--- src/rtl/conv2d_stream.sv ---
// Streaming 3x3 valid-mode convolution over an IMG_W x IMG_H raster frame.
// Two line buffers feed a sliding window; a two-stage pipeline forms products, then a shifted, saturated sum.
module conv2d_stream #(
    parameter int DATA_W = 8,
    parameter int COEF_W = 8,
    parameter int IMG_W  = 8,
    parameter int IMG_H  = 8,
    parameter int ACC_W  = 20,
    parameter int SHIFT  = 4,
    parameter int OUT_W  = 16
) (
    input  logic              clk,
    input  logic              in_st,
    input  logic              coef_we,
    input  logic [3:0]        coef_addr,
    input  logic [COEF_W-1:0] coef_din,
    input  logic              pix_valid,
    output logic              pix_ready,
    input  logic [DATA_W-1:0] pix_din,
    output logic [OUT_W-1:0]  dout,
    output logic              out_st,
    input  logic              out_ready,
    output logic              frame_done
);

    localparam int PROD_W = DATA_W + COEF_W;
    localparam int COL_W  = (IMG_W > 1) ? $clog2(IMG_W) : 1;
    localparam int ROW_W  = (IMG_H > 1) ? $clog2(IMG_H) : 1;
    localparam int K_DEF [9] = '{1, 2, 1, 2, 4, 2, 1, 2, 1};

    typedef enum logic {
        RUN,
        FLUSH
    } state_e;

    state_e              state_q, state_d;
    logic [COL_W-1:0]    col_q, col_d;
    logic [ROW_W-1:0]    row_q, row_d;
    logic [COEF_W-1:0]   coef_q [9];
    logic [COEF_W-1:0]   coef_d [9];
    logic [DATA_W-1:0]   win_q [3][3];
    logic [DATA_W-1:0]   win_d [3][3];
    logic [PROD_W-1:0]   prod_q [9];
    logic [PROD_W-1:0]   prod_d [9];
    logic [DATA_W-1:0]   lb_top_mem [IMG_W];
    logic [DATA_W-1:0]   lb_mid_mem [IMG_W];
    logic                s1_valid_q, s1_valid_d;
    logic [OUT_W-1:0]    dout_q, dout_d;
    logic                out_st_q, out_st_d;
    logic                frame_done_q, frame_done_d;
    logic                ready_en_q;

    logic                stall;
    logic                accept;
    logic                last_col;
    logic                last_row;
    logic                win_done;
    logic                final_consume;
    logic [ACC_W-1:0]    sum;
    logic [ACC_W-1:0]    shifted;
    logic [OUT_W-1:0]    sat_val;

    // NOTE: every signal written in an always_comb gets a default first, so no latch can be inferred.
    always_comb begin
        stall         = out_st_q && !out_ready;
        pix_ready     = ready_en_q && (state_q == RUN) && !stall;
        accept        = pix_valid && pix_ready;
        last_col      = (col_q == COL_W'(IMG_W - 1));
        last_row      = (row_q == ROW_W'(IMG_H - 1));
        win_done      = accept && (row_q >= ROW_W'(2)) && (col_q >= COL_W'(2));
        // With nothing left in stage 1, the result in dout is the last one of the frame.
        final_consume = (state_q == FLUSH) && out_st_q && out_ready && !s1_valid_q;
    end

    always_comb begin
        state_d = state_q;
        col_d   = col_q;
        row_d   = row_q;
        if (accept) begin
            col_d = last_col ? '0 : col_q + COL_W'(1);
            if (last_col) begin
                row_d = last_row ? '0 : row_q + ROW_W'(1);
            end
            if (last_col && last_row) begin
                state_d = FLUSH;
            end
        end
        if (final_consume) begin
            state_d = RUN;
            col_d   = '0;
            row_d   = '0;
        end
    end

    always_comb begin
        coef_d = coef_q;
        for (int i = 0; i < 9; i++) begin
            if (coef_we && (coef_addr == 4'(i))) begin
                coef_d[i] = coef_din;
            end
        end
    end

    // Shift the window left and bring in the new column: two buffered rows above the live pixel.
    always_comb begin
        win_d = win_q;
        if (accept) begin
            for (int r = 0; r < 3; r++) begin
                win_d[r][0] = win_q[r][1];
                win_d[r][1] = win_q[r][2];
            end
            win_d[0][2] = lb_top_mem[col_q];
            win_d[1][2] = lb_mid_mem[col_q];
            win_d[2][2] = pix_din;
        end
    end

    always_comb begin
        prod_d     = prod_q;
        s1_valid_d = s1_valid_q;
        if (!stall) begin
            s1_valid_d = win_done;
            for (int r = 0; r < 3; r++) begin
                for (int c = 0; c < 3; c++) begin
                    prod_d[r*3 + c] = PROD_W'(win_d[r][c]) * PROD_W'(coef_q[r*3 + c]);
                end
            end
        end
    end

    always_comb begin
        sum = '0;
        for (int i = 0; i < 9; i++) begin
            sum = sum + ACC_W'(prod_q[i]);
        end
        shifted = sum >> SHIFT;
        sat_val = ((shifted >> OUT_W) != '0) ? '1 : OUT_W'(shifted);

        out_st_d     = out_st_q;
        dout_d       = dout_q;
        frame_done_d = final_consume;
        if (!stall) begin
            out_st_d = s1_valid_q;
            if (s1_valid_q) begin
                dout_d = sat_val;
            end
        end
    end

    // NOTE: sequential state uses non-blocking assignments so every flop samples pre-edge values.
    always_ff @(posedge clk) begin
        if (in_st) begin
            state_q      <= RUN;
            col_q        <= '0;
            row_q        <= '0;
            s1_valid_q   <= 1'b0;
            out_st_q     <= 1'b0;
            dout_q       <= '0;
            frame_done_q <= 1'b0;
            ready_en_q   <= 1'b0;
            for (int i = 0; i < 9; i++) begin
                coef_q[i] <= COEF_W'(K_DEF[i]);
            end
        end else begin
            state_q      <= state_d;
            col_q        <= col_d;
            row_q        <= row_d;
            s1_valid_q   <= s1_valid_d;
            out_st_q     <= out_st_d;
            dout_q       <= dout_d;
            frame_done_q <= frame_done_d;
            ready_en_q   <= 1'b1;
            coef_q       <= coef_d;
        end
    end

    // NOTE: line buffers, window and products carry no reset; they are only read under valid flags that do.
    always_ff @(posedge clk) begin
        win_q  <= win_d;
        prod_q <= prod_d;
        if (accept) begin
            lb_top_mem[col_q] <= lb_mid_mem[col_q];
            lb_mid_mem[col_q] <= pix_din;
        end
    end

    assign dout       = dout_q;
    assign out_st     = out_st_q;
    assign frame_done = frame_done_q;

endmodule

--- config.mk ---
export PLATFORM = sky130hd
export DESIGN_NAME = conv2d_stream
export DESIGN_NICKNAME = d
export VERILOG_FILES = /design/src/rtl/conv2d_stream.sv
export SDC_FILE = /design/constraint.sdc
export NUM_CORES = 2
export LEC_CHECK = 0
export CAP_MARGIN = 20
export CORE_ASPECT_RATIO = 0.6
export CORE_MARGIN = 2
export CORE_UTILIZATION = 40
export DETAILED_ROUTE_END_ITERATION = 10
export PLACE_DENSITY = 0.53
export REMOVE_ABC_BUFFERS = 1
export SLEW_MARGIN = 20
export SYNTH_ARGS = -nofsm -noshare
export SYNTH_HDL_FRONTEND = slang
export SYNTH_SLANG_ARGS = --single-unit
--- constraint.sdc ---
create_clock -name clk -period 7.4 [get_ports clk]
set_clock_uncertainty 0.15 [all_clocks]
set_input_delay 0.74 -clock clk [delete_from_list [all_inputs] [get_ports clk]]
set_output_delay 0.74 -clock clk [all_outputs]
set_load 0.01 [all_outputs]
## Yosys cells after proc, flatten, opt, wreduce, memory -nomap -nowiden

Memory sizes are Yosys's and may differ from the RTL's. A register that Yosys moved wholly into a read port is not among the register bits.
Cells that the tools add are included.

- Muxes and demuxes: 10
- $add $sub $neg: 10
- Equal/unequal tests: 10
- Bitwise logic cells: 2
- Reduce and logical (&&, ||, !) cells: 27
- Multipliers: 9
- $lt $le $gt $ge: 2

Operators by type and width:

| cell | number |
|---|---|
| multiplier 8 x 8 -> 16 bit | 9 |
| adder 20 x 16 -> 20 bit | 4 |
| 2-to-1 mux 72 bit | 1 |
| adder 19 x 16 -> 20 bit | 1 |
| adder 18 x 16 -> 19 bit | 1 |
| logical AND 1 bit | 19 |
| adder 17 x 16 -> 18 bit | 1 |
| 2-to-1 mux 3 bit | 6 |
| adder 16 x 16 -> 17 bit | 1 |
| equality test 4 x 3 -> 1 bit (second input constant) | 4 |
| equality test 4 x 2 -> 1 bit (second input constant) | 2 |
| adder 3 x 1 -> 3 bit (second input constant) | 2 |
| equality test 3 bit (second input constant) | 2 |
| >= comparator 3 x 2 -> 1 bit (second input constant) | 2 |
| AND reduction 2 bit | 3 |
| equality test 4 x 1 -> 1 bit (second input constant) | 1 |
| equality test 4 bit (second input constant) | 1 |
| logical NOT 4 bit | 1 |
| logical NOT 1 bit | 3 |
| 2-to-1 mux 1 bit | 3 |
| NOT 1 bit | 2 |
| OR reduction 2 bit | 1 |

- Logic and storage cells: 107
- Bits of input ports: 25
- Register bits: 315
- Memories: 2
- RAM bits: 128
- Output and inout port bits: 19

Memory list:

| name | depth | bits a word | rd ports | clocked after memory_dff | wr ports | line | text |
|---|---|---|---|---|---|---|---|
| lb_mid_mem | 8 | 8 | 1 | 1 | 1 | 46 | `logic [DATA_W-1:0] lb_mid_mem [IMG_W];` |
| lb_top_mem | 8 | 8 | 1 | 1 | 1 | 45 | `logic [DATA_W-1:0] lb_top_mem [IMG_W];` |

## Longest topological paths before layout

- Depth in word-level cells: 8
- Mapped depth: 24

## Worst setup path before layout

No wires, ideal clock.

- Path kind: in2reg
- Start: in out_ready
- End: reg prod_q[47] (netlist bit), data pin
- Setup time: 0.259 ns
- Arrival: 5.634 ns
- Cell stages on the path: 20
- Slack: 1.357 ns
- Cell sequence: nor2b_4 -> nor3b_1 -> and2_1 -> buf_2 -> buf_4 -> mux2i_1 -> nor2b_1 -> fa_1 -> fa_1 -> fa_1 -> inv_1 -> fa_1 -> inv_1 -> ha_1 -> or3_1 -> o21ai_0 -> a21oi_1 -> a211oi_1 -> a21oi_1 -> xnor2_1

- Word-level cells in the longest chain between the ends: 7

RTL lines:

| what | line | text |
|---|---|---|
| from (decl) | 22 | `input logic out_ready,` |
| logical NOT 1 bit | 65 | `stall = out_st_q && !out_ready;` |
| logical AND 1 bit | 65 |  |
| logical NOT 1 bit | - |  |
| logical AND 1 bit | 66 | `pix_ready = ready_en_q && (state_q == RUN) && !stall;` |
| net pix_ready | 18 | `output logic pix_ready,` |
| logical AND 1 bit | 67 | `accept = pix_valid && pix_ready;` |
| 2-to-1 mux 72 bit | 107 | `if (accept) begin` |
| multiplier 8 x 8 -> 16 bit | 125 | `prod_d[r*3 + c] = PROD_W'(win_d[r][c]) * PROD_W'(coef_q[r*3 + c]);` |
| to (signal assigned) | 180 | `prod_q <= prod_d;` |
| to (decl) | 43 | `logic [PROD_W-1:0] prod_q [9];` |

The timed path passes the listed nets, and every way through them passes these cells.
A chain may end at the register's enable or synchronous reset.

==> metrics.txt <==
Cell Area, Synth=37100 µm²; root buffer cell=clkbuf_16; layout cells sized above 1=6.15%; sw frac=39.6%; Port Buffers=43; WL final=98.4 mm; Crit path buffers/inverters=3; drt drc=0; post-CTS sizing=0; status=finished, final reports clean; Final Instance Count excl. Fillers=4791; max_slew headroom=approximately a quarter; first-pass GRT wire length=153 mm; Rows=86; clock sink count=446; CTS Buf Count=48; EDFF count, synth=between 200 and 300; delay-heaviest family, CP=adder cells; # setup viols final=0; Routed Antenna Nets=0; DP HPWL=between 70 and 80 mm; Detailed Routing Iterations Pass 1=6; Sum Neg Setup Slack=0 ps; Crit Path Category=reg -> reg; RSZ-0062 raised after global routing=no; worst min-delay path class=reg -> reg; Cells after DPL=4701; critical path's most frequent cell=fa_1; peak fanout along the critical path=9; initial antenna violation count=2; fin crit period=6650 ps; max-slew violations=0; CTS tree=built; ranking of synthesized cells by area=fa_1 (23%), edfxtp_1 (22%), ha_1 (12%); DR iter-0 viols=1742; core area=91900 µm²; Post-CTS Setup Bufs=0; syn_area_per_cell=10.9 µm²; fin nets=about 4300; Via density=slightly below 5; crit path max-delay cell type=mux2i_2; Synth Warn #=0; gpl congestion=0.864; Peak supply drop=about 0.00054 V; drt wl/cell=slightly above 20 µm; net switching power=roughly 4100 µW; Mapped Cells=between 3000 and 4000; Vias=23600; Max stage delay on crit path=between 600 and 700 ps; DIE WIDTH=397 µm; Synth area leader=fa_1; Fmax=150 MHz; Ant. Diodes=0; Async SR Flop Fraction=0%; endpoints failing hold=0; H-tree levels=2; initial core utilization=40.4%; Synth Register Bits=around 450; Seq pwr share=slightly below 30%; largest net degree at the start of global routing=78; worst slew pin tran=1100 ps; top_reg_cell synth=edfxtp_1; CP Launch Type=flip-flop; Gate power share=45.3%; clk buf depth=3; Boundary Pins=44; hold-fix buffers at CTS=0; area share of the largest cell type after synthesis=between 20% and 30%; Worst EP arrival=a little under 7000 ps; Die Ht=between 200 and 250 µm; Int Pwr=6200 µW; vias in the first global route=23900; nature of the critical path endpoint=flip-flop; clock slew at reported path FFs=60 ps; critical path cell sequence=buf_4 > mux4_1 > mux2i_2 > nor2_1 > a21oi_2 > nor2b_1 > fa_1 > fa_1 > fa_1 > inv_1 > fa_1 > inv_1 > ha_1 > or2_2 > a21oi_1 > a21oi_1 > a211oi_1 > a21oi_1 > xnor2_1; Pwr Density=around 250 nW/µm²; maxcap violations=0; all-layer global routing usage=21.5%; Congestion Overflow GR=0; synth unique cells=66; # fillers=8775; Clk pwr share=25.2%; Layout area overhead=10.7%; Worst EP required=about 7600 ps; Pwr Total=10300 µW; P_leak=just under 0.02 µW; clock latency on the worst-skew pair=620 ps; part of the Yosys area used for sequential elements=31.4%; die area=~95000 µm²; Period Utilization, post-route=89.8%
[final cells by class]
type	count	area [µm²]	share of cell area [%]
Timing Repair Buffer	115	978	2.38
Multi-Input combinational cell	2294	22900	55.8
Sequential cell	446	11700	28.4
Tap cell	1232	1540	3.75
Clock inverter	29	349	0.850
Clock buffer	61	1320	3.21
Inverter	614	2310	5.62
[final timing paths]
kind / startpoint / cells past startpoint / slack, ps / endpoint
setup / recovery: flip-flop / 19 / 750 / prod_q[111]
hold / removal: dout[6] / 2 / 300 / dout[6]
setup reg to reg: flip-flop / 19 / 750 / prod_q[111]
hold reg to reg: dout[6] / 2 / 300 / dout[6]
[cells in the mapped netlist (7+ instances only)]
library cell,instances
nor2b_1,313
o211ai_1,10
mux2i_1,110
o21ai_0,27
mux4_2,20
fa_1,433
or3_1,23
nor2_1,135
inv_1,613
nor3b_1,10
edfxtp_1,272
xnor2_1,109
nand3_1,21
o21a_1,19
buf_4,8
a211oi_1,9
dfxtp_1,174
ha_1,347
mux2_2,8
a21oi_1,104
and2_1,159
or2_2,8
a21o_1,12
nand2b_1,23
nor3_1,26
nand2_1,269
mux4_1,12
clkbuf_1,21
and3_1,16
mux2i_4,7
buf_1,21
[power groups by stage]
stage | Sequential, µW | Clock (µW) | Combinational (µW)
floorplan | 3020 | 0 | 3290
global placement | 3090 | 0 | 4640
detailed placement | 3090 | 0 | 4630
CTS | 3040 | 2630 | 4670
global route | 3060 | 2730 | 5300
finish | 3030 | 2580 | 4650
[flip-flops by register name, indices dropped and copies added (netlist names), 3 cells and up, named ones only]
name and flops:
lb_mid_mem 64, row_q 3, col_q 3, coef_q 72, win_q 72, lb_top_mem 64
dout 16, prod_q 144
[metal layers]
metal	track usage [%]	wire length, µm
met4	3.24	1260
met2	28.0	36400
met5	0	0
met1	34.9	52200
met3	6.10	8530
[stage by stage]
stage | instance area [µm²] | utilization, % | setup WS [ps] | hold slack, ps
finish | 41100 | 44.7 | 754 | 301
global route | 41100 | 44.7 | 380 | 323
CTS | 41100 | 44.7 | 542 | 304
detailed placement | 39400 | 42.9 | 429 | 295
global placement | 39400 | 42.9 | 428 | 295
floorplan | 36800 | - | -87.2 | 304
[cells by family after synthesis]
kind of cell | after synthesis | share of synthesized area [%]
buf+inv | 672 | 6.99
compound gates | 216 | 3.60
mux | 158 | 5.74
flops | 446 | 31.4
fa+ha+maj | 780 | 35.0
xor+xnor | 113 | 2.67
simple gates | 1027 | 14.6
[worst register-to-register path, delay by kind of cell (launching register included)]
kind | cells | cell delay (ps)
xor gates and xnor gates | 1 | 150
DFF | 1 | 460
adders and majority gates | 5 | 2260
AOI/OAI and AO/OA | 5 | 1210
muxes | 2 | 1220
buffers and inverters | 3 | 320
and+or+nand+nor | 3 | 600
[cells in the final DEF (no fill, tap or decap), types with 12 or more instances in the layout]
master           Yosys  routed
mux2i_1            110     108
o21a_1              19      19
or3_1               23      23
a21o_1              12      12
and3_1              16      16
fa_1               433     433
nand2b_1            23      23
ha_1               347     347
mux4_2              20      20
nor3_1              26      24
nand3_1             21      21
edfxtp_1           272     272
a21oi_1            104     104
inv_1              613     612
o21ai_0             27      27
mux4_1              12      12
dfxtp_1            174     173
nor2b_1            313     313
xnor2_1            109     109
buf_4                8      71
nor2_1             135     134
and2_1             159     158
nand2_1            269     268
clkdlybuf4s50_1      0      39
clkbuf_16            0      51
No activity file was read; power rests on OpenSTA's default activity.
==> RTL edit: new RTL, config.mk and constraints unchanged <==
`OUT_W`: 16 -> 32.
--- a/src/rtl/conv2d_stream.sv
+++ b/src/rtl/conv2d_stream.sv
@@ -8,5 +8,5 @@
     parameter int ACC_W  = 20,
     parameter int SHIFT  = 4,
-    parameter int OUT_W  = 16
+    parameter int OUT_W  = 32
 ) (
     input  logic              clk,
Interface: changed (resized dout); port bits go from 44 to 60. The function was not compared with the original's and may differ.
==> RTL edit against the original RTL <==
Count of clock-buffer cells in the layout is 3 lower. Setup slack better by 0.0028 ns. Non-clock buffer count is 8 higher. Routed wire length is 0.43% higher. Synthesized area is 0.55% higher. Final area is 0.46% higher. Hold slack worse by 0.0010 ns. Utilization is 0.099 points higher. Power is 5.6% higher. Sequential cell count stayed put.
==> RTL edit: results <==
global_routing:
  antenna_found_initial: 6
  grt_use_total_pct: 21.43
  grt_max_degree: 61
  grt_pass1_wl_um: 152700
cells_and_area:
  layout.nets: 4370
  layout-drive-gt1-share_pct: 6.215
  fillers: 8826
  top_regs: "prod_q x144, coef_q x72, win_q x72"
detailed_routing:
  dr.pass1.iters: 5
  wl_per_cell_um: 20.43
  drtIter0Drc: 1772
  vias: 23780
clock_network:
  cts_max_level: 2
  clockBufferDepth: 3
  cts_setup_buffers: 0
  clock_latency_ns: 0.62
  path_clk_slew_ns: 0.07
  root_buffer: "clkbuf_16"
  cts_buffers: 48
yosys:
  synth_edf_count: 272
  synth_xor_area_share_pct: 2.370
  synth_mux_area_share_pct: 5.679
  async_flop_share_pct: 0
  synth_compound_area_share_pct: 4.298
  synth_adder_area_share_pct: 34.86
  synthTopCellsByCount: "inv_1, fa_1, ha_1"
  synth_area_leaders: "fa_1, edfxtp_1, ha_1, dfxtp_1, inv_1"
  ys_types: 66
  synth-seq-area-share_pct: 31.22
worst_hold_path:
  hold_path_startpoint: "dout[15]"
timing:
  relSlewSlack_pct: 22.87
critical_path:
  crit_family: "adder cells"
  critical-path-max-stage-delay_ns: 0.68
  startpoint_type: "flip-flop"
  arrival_ns: 6.86
  worstPathMaxFanout: 18
  crit_slowest_cell: "dfxtp_2"
status:
  outcome: "complete, no violations"
placed_design:
  hpwl_um: 78730
  routabilityCongestion: 0.8552
  portBuffers: 43
pwr:
  peakVddDrop_v: 0.0006360
  leakagePower_nw: 19.50
RTL edit: cell types whose count changed after synthesis, moves of 10 or more:
cell / delta
xnor2_1: -21
buf_4: +16
nand2_1: +12
nand2b_1: -14
a21oi_1: +10
nor2_1: +15
or3_1: -14
o21a_1: +11
RTL edit: logic make-up after synthesis:
group / count (synthesis)
simple gates: 1023
fa+ha+maj: 780
buf+inv: 695
flops: 446
compound gates: 247
mux: 157
xor+xnor: 101
other cells: 1
RTL edit: report_power, final:
part | internal [W] | leakage, nW | switching, W | total, W
clock network | 0.00137 | 0.759 | 0.00114 | 0.00251
logic | 0.00211 | 14.5 | 0.00317 | 0.00528
registers | 0.00288 | 4.27 | 0.000178 | 0.00306
total | 0.00636 | 19.5 | 0.00448 | 0.0108
RTL edit: area by class of cell:
class	instances	area, µm²	share of cell area [%]
well taps	1232	1541	3.735
flip-flops and latches	446	11650	28.23
diodes	1	2.502	0.006063
multi-input cells	2324	23050	55.85
clock inverters	31	322.8	0.7821
repair buffers	123	1104	2.674
clock buffers	58	1259	3.050
inverters	622	2340	5.669
RTL edit: metrics by stage:
step	util [%]	cell area (µm²)	instances	TNS, ns	worst slack [ns]
after global placement	43.08	39680	4747	0	0.2936
final	44.81	41270	4837	0	0.7569
after floorplan	-	36970	3392	-1.919	-0.2595
after CTS	44.80	41260	4836	0	0.7400
after detailed placement	43.08	39680	4747	0	0.2019
after global routing	44.81	41270	4836	0	0.3911
RTL edit: tightest hold or removal path, delay by kind of cell, from the launching register on:
kind	cells	cell delay [ns]
AO/OA/AOI/OAI	1	0.05
flip-flops	1	0.31
AND/OR/NAND/NOR	1	0.05
RTL edit: metal layers:
layer  wire (µm)  vias to the layer above  GRT usage (%)
met3        7411                      102          5.198
met1       53460                    11840          35.30
met4        1634                        2          3.819
met2       36300                      550          27.81
li1            -                    11290              -
met5          13                        -              0
RTL edit: worst paths after layout:
check / endpoint / slack, ns / depth (start not counted)
hold reg to reg: dout[15] / 0.30 / 2
hold / removal: dout[15] / 0.30 / 2
setup reg to reg: prod_q[111] / 0.76 / 21
setup / recovery: prod_q[111] / 0.76 / 21
